[config.mk]
export PLATFORM = sky130hd
export DESIGN_NAME = db15_serial_joy_scanner_flat
export DESIGN_NICKNAME = d
export VERILOG_FILES = /design/src/rtl/db15_serial_joy_scanner_if.sv /design/src/rtl/db15_serial_joy_scanner.sv /design/src/flat_wrapper.sv
export SDC_FILE = /design/constraint.sdc
export NUM_CORES = 1
export LEC_CHECK = 0
export BUFFER_PORTS_ARGS = -buffer_cell sky130_fd_sc_hd__buf_2
export CORE_ASPECT_RATIO = 0.7
export CORE_MARGIN = 1.5
export CORE_UTILIZATION = 55
export DETAILED_ROUTE_END_ITERATION = 10
export PLACE_DENSITY = 0.72
export SLEW_MARGIN = 20
export SYNTH_ARGS = -nofsm -noshare
export SYNTH_HDL_FRONTEND = slang
export SYNTH_SLANG_ARGS = --single-unit
[constraint.sdc]
create_clock -name clk -period 4.32 [get_ports clk]
set_input_delay 0.864 -clock clk [delete_from_list [all_inputs] [get_ports clk]]
set_output_delay 0.864 -clock clk [all_outputs]
set_load 0.005 [all_outputs]
[src/rtl/db15_serial_joy_scanner_if.sv]
`default_nettype none
// ============================================================================
// Module      : db15_serial_joy_scanner_if
// Description : Bundles the DB15 shift-register chain pins and the published
//               player words between the scanner and its consumers.
//   JOY_DATA   chain -> scanner, serial data (active-low buttons)
//   JOY_CLK    scanner -> chain, shift clock (idles low)
//   JOY_LOAD   scanner -> chain, parallel-load strobe (active low)
//   joystick1  player 1 word, active high
//   joystick2  player 2 word, active high
//   frame_done one-clk pulse when a frame commits
// Revision    : 1.0 - initial release
// ============================================================================
interface db15_serial_joy_scanner_if;
  logic        JOY_DATA;
  logic        JOY_CLK;
  logic        JOY_LOAD;
  logic [15:0] joystick1;
  logic [15:0] joystick2;
  logic        frame_done;

  modport master (
    input  JOY_DATA,
    output JOY_CLK, JOY_LOAD, joystick1, joystick2, frame_done
  );

  modport slave (
    output JOY_DATA,
    input  JOY_CLK, JOY_LOAD, joystick1, joystick2, frame_done
  );
endinterface
`default_nettype wire

[src/rtl/db15_serial_joy_scanner.sv]
`default_nettype none
// ============================================================================
// Module      : db15_serial_joy_scanner
// Description : Scans a 32-bit 74HC165-style chain (JOY_LOAD/JOY_CLK out,
//               JOY_DATA in) once per frame and publishes two optionally
//               debounced active-high 16-bit player words.
//   clk    system clock
//   rst_n  asynchronous active-low reset
//   joy    chain pins, player words and frame_done pulse (master side)
// Revision    : 1.0 - initial release
// ============================================================================
module db15_serial_joy_scanner #(
  parameter int CLK_DIV    = 48,
  parameter int SCAN_TICKS = 935,
  parameter bit FILTER     = 1'b1
) (
  input  wire                          clk,
  input  wire                          rst_n,
  db15_serial_joy_scanner_if.master    joy
);

  localparam int DIV_W = (CLK_DIV > 1) ? $clog2(CLK_DIV) : 1;
  localparam int TC_W  = (SCAN_TICKS > 0) ? $clog2(SCAN_TICKS + 1) : 1;

  typedef enum logic [2:0] {
    S_IDLE     = 3'd0,
    S_LOAD     = 3'd1,
    S_SHIFT_LO = 3'd2,
    S_SHIFT_HI = 3'd3,
    S_COMMIT   = 3'd4
  } state_t;

  state_t            state_q, state_d;
  logic [DIV_W-1:0]  div_q, div_d;
  logic [TC_W-1:0]   tcnt_q, tcnt_d;
  logic [4:0]        idx_q, idx_d;
  logic [31:0]       raw_q, raw_d;
  logic [31:0]       prev_q, prev_d;
  logic              load_q, load_d;
  logic              sclk_q, sclk_d;
  logic [15:0]       j1_q, j1_d;
  logic [15:0]       j2_q, j2_d;
  logic              tick;

  // Free-running divider; it is never restarted by the FSM, so the frame
  // period is an exact multiple of CLK_DIV.
  assign tick  = (div_q == DIV_W'(CLK_DIV - 1));
  assign div_d = tick ? '0 : div_q + 1'b1;

  always_ff @(posedge clk or negedge rst_n) begin
    if (!rst_n) begin
      state_q <= S_IDLE;
      div_q   <= '0;
      tcnt_q  <= '0;
      idx_q   <= '0;
      raw_q   <= '1;
      prev_q  <= '1;
      load_q  <= 1'b1;
      sclk_q  <= 1'b0;
      j1_q    <= '0;
      j2_q    <= '0;
    end else begin
      state_q <= state_d;
      div_q   <= div_d;
      tcnt_q  <= tcnt_d;
      idx_q   <= idx_d;
      raw_q   <= raw_d;
      prev_q  <= prev_d;
      load_q  <= load_d;
      sclk_q  <= sclk_d;
      j1_q    <= j1_d;
      j2_q    <= j2_d;
    end
  end

  always_comb begin
    state_d = state_q;
    tcnt_d  = tcnt_q;
    idx_d   = idx_q;
    raw_d   = raw_q;
    prev_d  = prev_q;
    load_d  = load_q;
    sclk_d  = sclk_q;
    j1_d    = j1_q;
    j2_d    = j2_q;

    case (state_q)
      S_IDLE: begin
        if (tick) begin
          if (tcnt_q == TC_W'(SCAN_TICKS - 1)) begin
            state_d = S_LOAD;
            load_d  = 1'b0;
            tcnt_d  = '0;
          end else begin
            tcnt_d  = tcnt_q + 1'b1;
          end
        end
      end
      S_LOAD: begin
        if (tick) begin
          state_d = S_SHIFT_LO;
          load_d  = 1'b1;
          idx_d   = '0;
        end
      end
      S_SHIFT_LO: begin
        // Data is taken in the same clk that raises JOY_CLK, i.e. before
        // the chain sees the rising edge and advances.
        if (tick) begin
          raw_d[idx_q] = joy.JOY_DATA;
          sclk_d       = 1'b1;
          state_d      = S_SHIFT_HI;
        end
      end
      S_SHIFT_HI: begin
        if (tick) begin
          sclk_d = 1'b0;
          if (idx_q == 5'd31) begin
            state_d = S_COMMIT;
          end else begin
            idx_d   = idx_q + 5'd1;
            state_d = S_SHIFT_LO;
          end
        end
      end
      S_COMMIT: begin
        // Debounce: publish only when this frame equals the previous one.
        if (!FILTER || (raw_q == prev_q)) begin
          j1_d = ~raw_q[15:0];
          j2_d = ~raw_q[31:16];
        end
        prev_d  = raw_q;
        tcnt_d  = '0;
        state_d = S_IDLE;
      end
      default: begin
        state_d = S_IDLE;
      end
    endcase
  end

  assign joy.JOY_CLK    = sclk_q;
  assign joy.JOY_LOAD   = load_q;
  assign joy.joystick1  = j1_q;
  assign joy.joystick2  = j2_q;
  assign joy.frame_done = (state_q == S_COMMIT);

endmodule
`default_nettype wire
[src/flat_wrapper.sv]
// flat-port wrapper written by rule: the top's interface ports become plain ports
module db15_serial_joy_scanner_flat 
#(
  parameter int CLK_DIV    = 48,
  parameter int SCAN_TICKS = 935,
  parameter bit FILTER     = 1'b1
)
  (clk, rst_n, joy_JOY_DATA, joy_JOY_CLK, joy_JOY_LOAD, joy_joystick1, joy_joystick2, joy_frame_done);
  db15_serial_joy_scanner_if joy_i ();
  input  wire clk;
  input  wire rst_n;
  input wire logic [$bits(joy_i.JOY_DATA)-1:0] joy_JOY_DATA;
  output wire logic [$bits(joy_i.JOY_CLK)-1:0] joy_JOY_CLK;
  output wire logic [$bits(joy_i.JOY_LOAD)-1:0] joy_JOY_LOAD;
  output wire logic [$bits(joy_i.joystick1)-1:0] joy_joystick1;
  output wire logic [$bits(joy_i.joystick2)-1:0] joy_joystick2;
  output wire logic [$bits(joy_i.frame_done)-1:0] joy_frame_done;
  assign joy_i.JOY_DATA = joy_JOY_DATA;
  assign joy_JOY_CLK = joy_i.JOY_CLK;
  assign joy_JOY_LOAD = joy_i.JOY_LOAD;
  assign joy_joystick1 = joy_i.joystick1;
  assign joy_joystick2 = joy_i.joystick2;
  assign joy_frame_done = joy_i.frame_done;
  db15_serial_joy_scanner #(.CLK_DIV(CLK_DIV), .SCAN_TICKS(SCAN_TICKS), .FILTER(FILTER)) u_core (.clk(clk), .rst_n(rst_n), .joy(joy_i));
endmodule
# Word level (Yosys, flattened, before mapping)
# Index checks and enable logic that the tools add are counted.
[totals]
inputBits = 3
reg_bits = 122
word_cells = 68
[classes]
eq_ne = 14
add_sub_neg = 3
bitwise = 2
n_reduce_logical = 13
n_mux = 24
order_cmp = 2
[ops]
columns = ["cell", "count"]
rows = [
  ["bitwise mux 32 bit", 1],
  ["equality test 32 bit", 1],
  ["NOT 16 bit", 2],
  ["2-to-1 mux 10 bit", 2],
  ["one-hot mux 10 bit (2 select lines)", 1],
  ["2-to-1 mux 3 bit", 6],
  ["2-to-1 mux 5 bit", 3],
  ["one-hot mux 3 bit (4 select lines)", 1],
  ["adder 10 x 1 -> 10 bit (second input constant)", 1],
  ["equality test 10 bit (second input constant)", 1],
  ["inequality test 2 x 1 -> 1 bit (second input constant)", 5],
  ["one-hot mux 5 bit (2 select lines)", 1],
  ["AND reduction 4 bit", 2],
  ["nonzero test 2 bit", 4],
  ["adder 6 x 1 -> 6 bit (second input constant)", 1],
  ["equality test 3 x 2 -> 1 bit (second input constant)", 2],
  ["equality test 6 bit (second input constant)", 1],
  ["less-than comparator 5 x 6 -> 1 bit (second input constant)", 1],
  ["2-to-1 mux 6 bit", 1],
  ["AND reduction 2 bit", 3],
  ["adder 5 x 1 -> 5 bit (second input constant)", 1],
  ["demux 1 bit (select 5 bit)", 1],
  ["equality test 5 bit (second input constant)", 1],
  ["greater-or-equal comparator 5 x 1 -> 1 bit (second input constant)", 1],
  ["other kinds (9)", 14],
]

# Logic depth before layout (Yosys ltp)
# Gate-level depths: netlist of run 1.
[depth]
depth_word = 5
ltp_mapped = 8
mapped_depth_nobuf = 7

# Worst setup path before layout of run 1
# Ideal clock, no wire load.
[synth_path]
path_type = "register -> register"
start = "reg u_core.div_q[0]"
end = "reg u_core.raw_q[30]"
required_ps = 4235
setup_ps = 85
setup_slack_ps = 2471
stages_incl_launch_ff = 9
t_arrival_ps = 1764
cell_sequence = "dfrtp_1 > ha_1 > nand3_1 > nor3_1 > buf_2 > and4_1 > buf_2 > nand2_1 > mux2_1"
[synth_between]
elab_chain_len = 2
[synth_rtl]
columns = ["element", "line", "text"]
rows = [
  ["start, declared", "db15_serial_joy_scanner.sv:34", "logic [DIV_W-1:0] div_q, div_d;"],
  ["start signal, assigned", "db15_serial_joy_scanner.sv:64", "div_q <= div_d;"],
  ["equality test 6 bit", "db15_serial_joy_scanner.sv:47", "assign tick = (div_q == DIV_W'(CLK_DIV - 1));"],
  ["AND reduction 2 bit (no source line)", "-", ""],
  ["end signal, assigned", "db15_serial_joy_scanner.sv:67", "raw_q <= raw_d;"],
  ["end, declared", "db15_serial_joy_scanner.sv:37", "logic [31:0] raw_q, raw_d;"],
]
# No other way between the ends.
# A chain may end at the register's enable or synchronous reset.

# Final worst setup path of run 1
[layout_path]
start = "reg u_core.div_q[0]"
end = "reg u_core.raw_q[6]"
# The elaborated chain is that of the path after synthesis.

==> metrics.yaml, run 1 <==
drt:
  ant_nets: 0
  wl_per_cell_um: 16.55
  num_vias: 3554
  viasPerCell: 5.468
  first_pass_iters: 4
  wl_mm: 10.76
  drc: 0
  drt_iter0_markers: 257
global_route:
  grt_pass1_vias: 3486
  grt_start_max_net_pins: 83
  track_usage: 0.2153
  overflow: 0
  antenna_found_initial: 0
  grt_pass1_wl_mm: 18.06
cts:
  tritoncts: "done"
  clock-sinks: 122
  cts_resized: 0
  cts_hold_buf: 0
  cts_buffer_depth: 2
  cts_made_buffers: 17
  h-tree-depth: 4
  clk_latency_ns: 0.40
  clkTransAtPathRegs_ns: 0.05
  post_cts.repair.setup_buffers: 0
  cts-root-buf: "clkbuf_16"
synthesis:
  synth_edf_count: 0
  synth_area_um2: 5695
  ys_seq_area_frac: 0.5503
  syn-num-nets: 483
  synth-seq-cells: 122
  syn_area_per_cell_um2: 12.07
  synth.distinct_cells: 48
  synth_ff_type: "dfstp_2"
  async_flop_share: 1.000
  yosys_warnings: 0
  synth.area.top_cells: "dfstp_2 (30%), dfrtp_1 (25%), mux2_2 (12%)"
  synth_top_area_cell: "dfstp_2"
  synth_top_area_share: 0.2999
  netlist_instances: 472
timing:
  final_max_slew_viol_count: 0
  timing.fmax_mhz: 377.2
  rsz0062_at_grt: "no"
  slew_headroom: 0.3550
  post-route-period-util: 0.6137
  clock_skew_ns: 0.01090
  finalCriticalPeriod_ns: 2.651
  finalSetupViolCount: 0
  hold_violations: 0
  worstMarginPinSlew_ns: 0.9602
  fin_setup_tns_ns: 0
power:
  p_leak_nw: 3.062
  vdd_ir_drop_max_mv: 0.3306
  power_density_nw_per_um2: 417.3
  total_power_mw: 2.755
worst_setup_path:
  cpMaxStageDelayCell: "nor3_1"
  crit_buf_inv: 0
  crit_type: "reg -> reg"
  path_cells: "ha_1 > nand3_1 > nor3_1 > and4_1 > nand2_1 > mux2_2"
  crit_path_max_incr_delay_ns: 0.81
  crit_arrival_ns: 2.98
  endpoint_kind: "flop"
  cp.required_ns: 4.65
  cpLargestDelayFamily: "simple AND/OR/NAND/NOR gates"
  cp-start-kind: "flop"
  crit_fanout: 11
layout:
  final_util: 0.6687
  area_growth_pct: 15.91
  drive_above_1_share: 0.3946
  instances_no_fill: 650
  nets: 520
  antennaDiodeCount: 0
placed_design:
  dp.cells: 618
  gpl.final_weighted_congestion: 0.7908
  io_buffers: 37
  dp_hpwl_mm: 7.183
floorplan:
  core-area_um2: 9872
  chipHeight_um: 88.14
  row_count: 30
  start_util: 0.5769
  die_w_um: 124.6
  io_pins: 38
  die-area_um2: 10980
job:
  cap_violations: 0
run_status:
  outcome: "finished clean"
hold_path:
  min_path_type: "reg -> reg"
[cell usage after synthesis, drive strengths merged (2+ instances only)]
cell type	instances
mux2	64
nand3	12
and3b	2
dfrtp	57
and4	4
ha	8
a31oi	3
and2	3
and3	8
xor2	5
o211ai	2
mux2i	33
nor3	6
nand4	7
nor3b	3
or3b	2
dfstp	65
buf	10
inv	39
nand2	42
o21ai	15
xnor2	30
a32o	2
nand2b	3
nor2	13
o31ai	9
nand4b	2
nor4	2
clkbuf	12
[per-layer routing]
| metal | up-vias | global-route usage | wire length [um] |
|---|---|---|---|
| met1 | 1778 | 0.3092 | 5387 |
| met5 | - | 0 | 0 |
| met3 | 6 | 0.04582 | 564 |
| met2 | 70 | 0.3232 | 4717 |
| met4 | 0 | 0.08777 | 91 |
| li1 | 1700 | - | - |
[power breakdown]
part	switching [mW]	internal, mW	leakage [nW]	total, mW
Sequential	0.0211	1.17	1.46	1.19
Combinational	0.0357	0.0248	1.30	0.0604
Clock	0.516	0.983	0.299	1.50
[cells in the final DEF (no fill, tap or decap), types with 2 or more instances in the layout]
cell and n:
inv_1 39, and3b_1 2, clkbuf_16 17, clkinv_2 3, ha_1 8, a31oi_1 3, o211ai_1 2, clkinvlp_4 4
and4_1 4, inv_6 2, mux2_2 61, nor3_1 6, buf_2 36, nand3_1 11, xnor2_1 30, nand2b_1 3
mux2_1 3, o31ai_1 8, a32o_1 2, and3_1 8, dfstp_2 65, buf_4 2, nand4b_1 2, nand2_1 42
nor3b_1 3, bufinv_16 4, dfrtp_1 57, mux2i_1 33, nor2_1 13, o21ai_1 3, o21ai_0 12, clkinv_4 2
nand4_1 6, xor2_1 5, and2_1 3
[area by class of cell]
| class | instances | area, um^2 |
|---|---|---|
| clock buffers | 18 | 439.2 |
| clock inverters | 14 | 195.2 |
| fillers | 742 | 3271 |
| inverters | 40 | 151.4 |
| multi-input cells | 288 | 2295 |
| flip-flops and latches | 122 | 3134 |
| well taps | 128 | 160.2 |
| repair buffers | 40 | 226.5 |
[kinds of logic (layout without fill, tap and decap cells)]
family                   after synthesis  count (layout)  share of synthesized area
AO/OA/AOI/OAI                         37              37                    0.04504
buffers and inverters                 62             112                    0.04679
adder cells (fa/ha/maj)                8               8                    0.01758
XOR/XNOR                              35              35                    0.05382
multiplexers                          97              97                     0.1845
AND/OR/NAND/NOR                      111             111                     0.1019
flip-flops                           122             122                     0.5503
[sequential cells by signal, summed over array words and instances (netlist names)]
| signal | flops |
|---|---|
| u_core.div_q | 6 |
| u_core.tcnt_q | 10 |
| u_core.joy.JOY_CLK | 1 |
| u_core.state_q | 3 |
| u_core.joy.joystick2 | 16 |
| u_core.idx_q | 5 |
| u_core.prev_q | 32 |
| u_core.joy.joystick1 | 16 |
| u_core.joy.JOY_LOAD | 1 |
| u_core.raw_q | 32 |
[stage by stage]
step	area (um^2)	setup WS, ns	hold slack [ns]
detailed placement	5963	1.716	0.4707
global route	6601	1.498	0.5036
CTS	6598	1.677	0.4774
global placement	5963	1.747	0.4594
finish	6601	1.669	0.4756
floorplan	5695	2.471	0.4474
[worst paths after layout]
path / from / end / slack [ns] / cells after the start
min in group asynchronous: rst_n / u_core.div_q[2]$_DFF_PN0_ / 0.50 / 1
hold / removal: u_core.div_q[0]$_DFF_PN0_ / u_core.div_q[0]$_DFF_PN0_ / 0.48 / 1
max in group asynchronous: rst_n / u_core.raw_q[14]$_DFFE_PN1P_ / 3.07 / 2
setup reg to reg: u_core.div_q[0]$_DFF_PN0_ / u_core.raw_q[6]$_DFFE_PN1P_ / 1.67 / 6
hold reg to reg: u_core.div_q[0]$_DFF_PN0_ / u_core.div_q[0]$_DFF_PN0_ / 0.48 / 1
setup / recovery: u_core.div_q[0]$_DFF_PN0_ / u_core.raw_q[6]$_DFFE_PN1P_ / 1.67 / 6
Power figures use the tool's default switching activity.
==> run 2: changes to the inputs <==
clock period = 2.5 ns   (was 4.32 ns; I/O delays follow)
==> run 2 against run 1 <==
Effect of this change:
- worst setup slack lost 1.5 ns
- clock-buffer cell count is 7 higher
- final cell count increased by 1.1%
- critical path depth grew 1
- sequential cell count unchanged
- non-clock buffer count grew 7
- sequential power increased by 73%
- clock skew is 0.0025 ns lower
- total power grew 70%
- worst hold slack worse by 0.41 ns
- clock power rose by 67%
- combinational power is 79% higher
- largest cell class unchanged
- highest routed layer unchanged
==> metrics.yaml, run 2 (synthesis results as in run 1) <==
cts:
  post_cts.repair.setup_buffers: 0  # unchanged
  cts_hold_buf: 0  # unchanged
  cts_resized: 0  # unchanged
  tritoncts: "done"  # unchanged
  clk_latency_ns: 0.41  # was 0.40 ns
  cts_made_buffers: 17  # unchanged
  clkTransAtPathRegs_ns: 0.06  # was 0.05 ns
  cts_buffer_depth: 2  # unchanged
  clock-sinks: 122  # unchanged
  cts-root-buf: "clkbuf_16"  # unchanged
  h-tree-depth: 4  # unchanged
floorplan:
  io_pins: 38  # unchanged
  chipHeight_um: 88.14  # unchanged
  start_util: 0.5769  # unchanged
  core-area_um2: 9872  # unchanged
  die_w_um: 124.6  # unchanged
  die-area_um2: 10980  # unchanged
  row_count: 30  # unchanged
power:
  power.internal_mw: 3.741  # was 2.181 mW
  seqPwrFrac: 0.441  # was 0.434
  p_sw_mw: 0.9442  # was 0.5732 mW
  power_density_nw_per_um2: 706.0  # was 417.3 nW/um^2
  vdd_ir_drop_max_mv: 0.6839  # was 0.3306 mV
  p_clk_frac: 0.536  # was 0.544
  swShare: 0.2015  # was 0.2081
  pwr-share-comb: 0.023  # was 0.022
  p_leak_nw: 3.102  # was 3.062 nW
timing:
  post-route-period-util: 0.9297  # was 0.6137
  finalCriticalPeriod_ns: 2.324  # was 2.651 ns
  finalWorstSetupSlack_ns: 0.1757  # was 1.669 ns
  fin_setup_tns_ns: 0  # unchanged
  timing.fmax_mhz: 430.2  # was 377.2 MHz
  clock_skew_ns: 0.008374  # was 0.01090 ns
  rsz0062_at_grt: "no"  # unchanged
  worstMarginPinSlew_ns: 0.7461  # was 0.9602 ns
  slew_headroom: 0.5016  # was 0.3550
  holdWs_ns: 0.07020  # was 0.4756 ns
  hold_violations: 0  # unchanged
  final_max_slew_viol_count: 0  # unchanged
  finalSetupViolCount: 0  # unchanged
drt:
  wl_mm: 11.68  # was 10.76 mm
  first_pass_iters: 4  # unchanged
  top_layer: "met4"  # unchanged
  wl_per_cell_um: 17.78  # was 16.55 um
  ant_nets: 0  # unchanged
  wl_met3_um: 366  # was 564 um
  viasPerCell: 5.533  # was 5.468
  drt_iter0_markers: 165  # was 257
  num_vias: 3635  # was 3554
  wl_met2_mm: 5.306  # was 4.717 mm
  drc: 0  # unchanged
  wl_met1_mm: 5.824  # was 5.387 mm
global_route:
  track_usage: 0.2346  # was 0.2153
  grt_start_max_net_pins: 59  # was 83
  grt_pass1_vias: 3727  # was 3486
  overflow: 0  # unchanged
  antenna_found_initial: 0  # unchanged
  grt_pass1_wl_mm: 19.49  # was 18.06 mm
worst_setup_path:
  endpoint_kind: "flop"  # unchanged
  crit_start: "u_core.div_q[0]$_DFF_PN0_"  # unchanged
  r2r_setup_slack_ns: 0.18  # was 1.67 ns
  cp.required_ns: 2.84  # was 4.65 ns
  crit_fanout: 10  # was 11
  path_cells: "ha_1 > nand3_1 > nor3_1 > buf_4 > and4_1 > nand2_1 > mux2_1"  # was ha_1 > nand3_1 > nor3_1 > and4_1 > nand2_1 > mux2_2
  cp-start-kind: "flop"  # unchanged
  worstReg2RegStart: "u_core.div_q[0]$_DFF_PN0_"  # unchanged
  crit_path_max_incr_delay_ns: 0.54  # was 0.81 ns
  crit_buf_inv: 1  # was 0
  cpMaxStageDelayCell: "and4_1"  # was nor3_1
  crit_arrival_ns: 2.66  # was 2.98 ns
  crit_type: "reg -> reg"  # unchanged
  cpLargestDelayFamily: "simple AND/OR/NAND/NOR gates"  # unchanged
placed_design:
  dp_slack_ns: 0.2233  # was 1.716 ns
  dp_hpwl_mm: 7.653  # was 7.183 mm
  gpl.final_weighted_congestion: 0.8026  # was 0.7908
  dp.cells: 625  # was 618
  io_buffers: 37  # unchanged
  dpl-instance-area_um2: 6028  # was 5963 um^2
layout:
  area_growth_pct: 16.52  # was 15.91%
  regArea_um2: 3134  # unchanged
  reg.largest.list: "u_core.prev_q: 32 flops, u_core.raw_q: 32 flops"  # unchanged
  nets: 527  # was 520
  antennaDiodeCount: 0  # unchanged
  final_area_um2: 6636  # was 6601 um^2
  drive_above_1_share: 0.3951  # was 0.3946
  fillers: 733  # was 742
  final_common_cell: "dfstp_2"  # unchanged
  instances_no_fill: 657  # was 650
  final_cell_mix: "dfstp_2 (65), mux2_2 (61), dfrtp_1 (57), nand2_1 (42), inv_1 (39)"  # unchanged
  multi_input_area_um2: 2295  # unchanged
hold_path:
  min_path_type: "in -> async"  # was reg -> reg
run_status:
  outcome: "finished clean"  # unchanged
job:
  cap_violations: 0  # unchanged
## run 2: cell count changes in the layout (fill, tap and decap cells not counted), sizes merged
cell	delta
buf	+7
clkbuf	+7
clkinvlp	-3
inv	-2
bufinv	-1
clkinv	-1
## run 2: layer usage
layer / GRT usage / vias to the layer above
li1: - / 1710
met1: 0.3278 / 1842
met2: 0.3581 / 68
met3: 0.05681 / 15
met4: 0.09404 / 0
met5: 0 / -
## run 2: worst reg2reg max path, delay by kind of cell, from the launching register on
family	cells	cell delay, ns
mux	1	0.32
fa+ha+maj	1	0.21
flops	1	0.39
buf+inv	1	0.21
simple gates	4	1.13
## run 2: area by class of cell
type                            instances  share of cell area
Clock buffer                           25             0.07466
Clock inverter                          7             0.01697
Inverter                               40             0.02281
Multi-Input combinational cell        288              0.3458
Sequential cell                       122              0.4723
Tap cell                              128             0.02413
Timing Repair Buffer                   47             0.04336
## run 2: final timing paths
kind | end | cells after the start
min in group clk | u_core.div_q[0]$_DFF_PN0_ | 1
worst min register to register | u_core.div_q[0]$_DFF_PN0_ | 1
max in group asynchronous | u_core.raw_q[24]$_DFFE_PN1P_ | 2
worst min-delay path | u_core.idx_q[0]$_DFFE_PN0P_ | 1
worst max register to register | u_core.raw_q[30]$_DFFE_PN1P_ | 7
worst max-delay path | u_core.raw_q[30]$_DFFE_PN1P_ | 7
## run 2: power groups by stage
stage | registers (mW) | clock network, mW | logic [mW]
2_1_floorplan | 2.08 | 0 | 0.0537
3_3_place_gp | 2.09 | 0 | 0.108
3_5_place_dp | 2.09 | 0 | 0.110
4_1_cts | 2.06 | 2.55 | 0.111
5_1_grt | 2.07 | 2.65 | 0.122
6_report | 2.06 | 2.51 | 0.108
## run 2: stage by stage
stage               utilization  power (mW)
finish                   0.6722       4.685
global route             0.6722       4.840
CTS                      0.6722       4.724
detailed placement       0.6106       2.204
global placement         0.6106       2.200
floorplan                     -       2.135
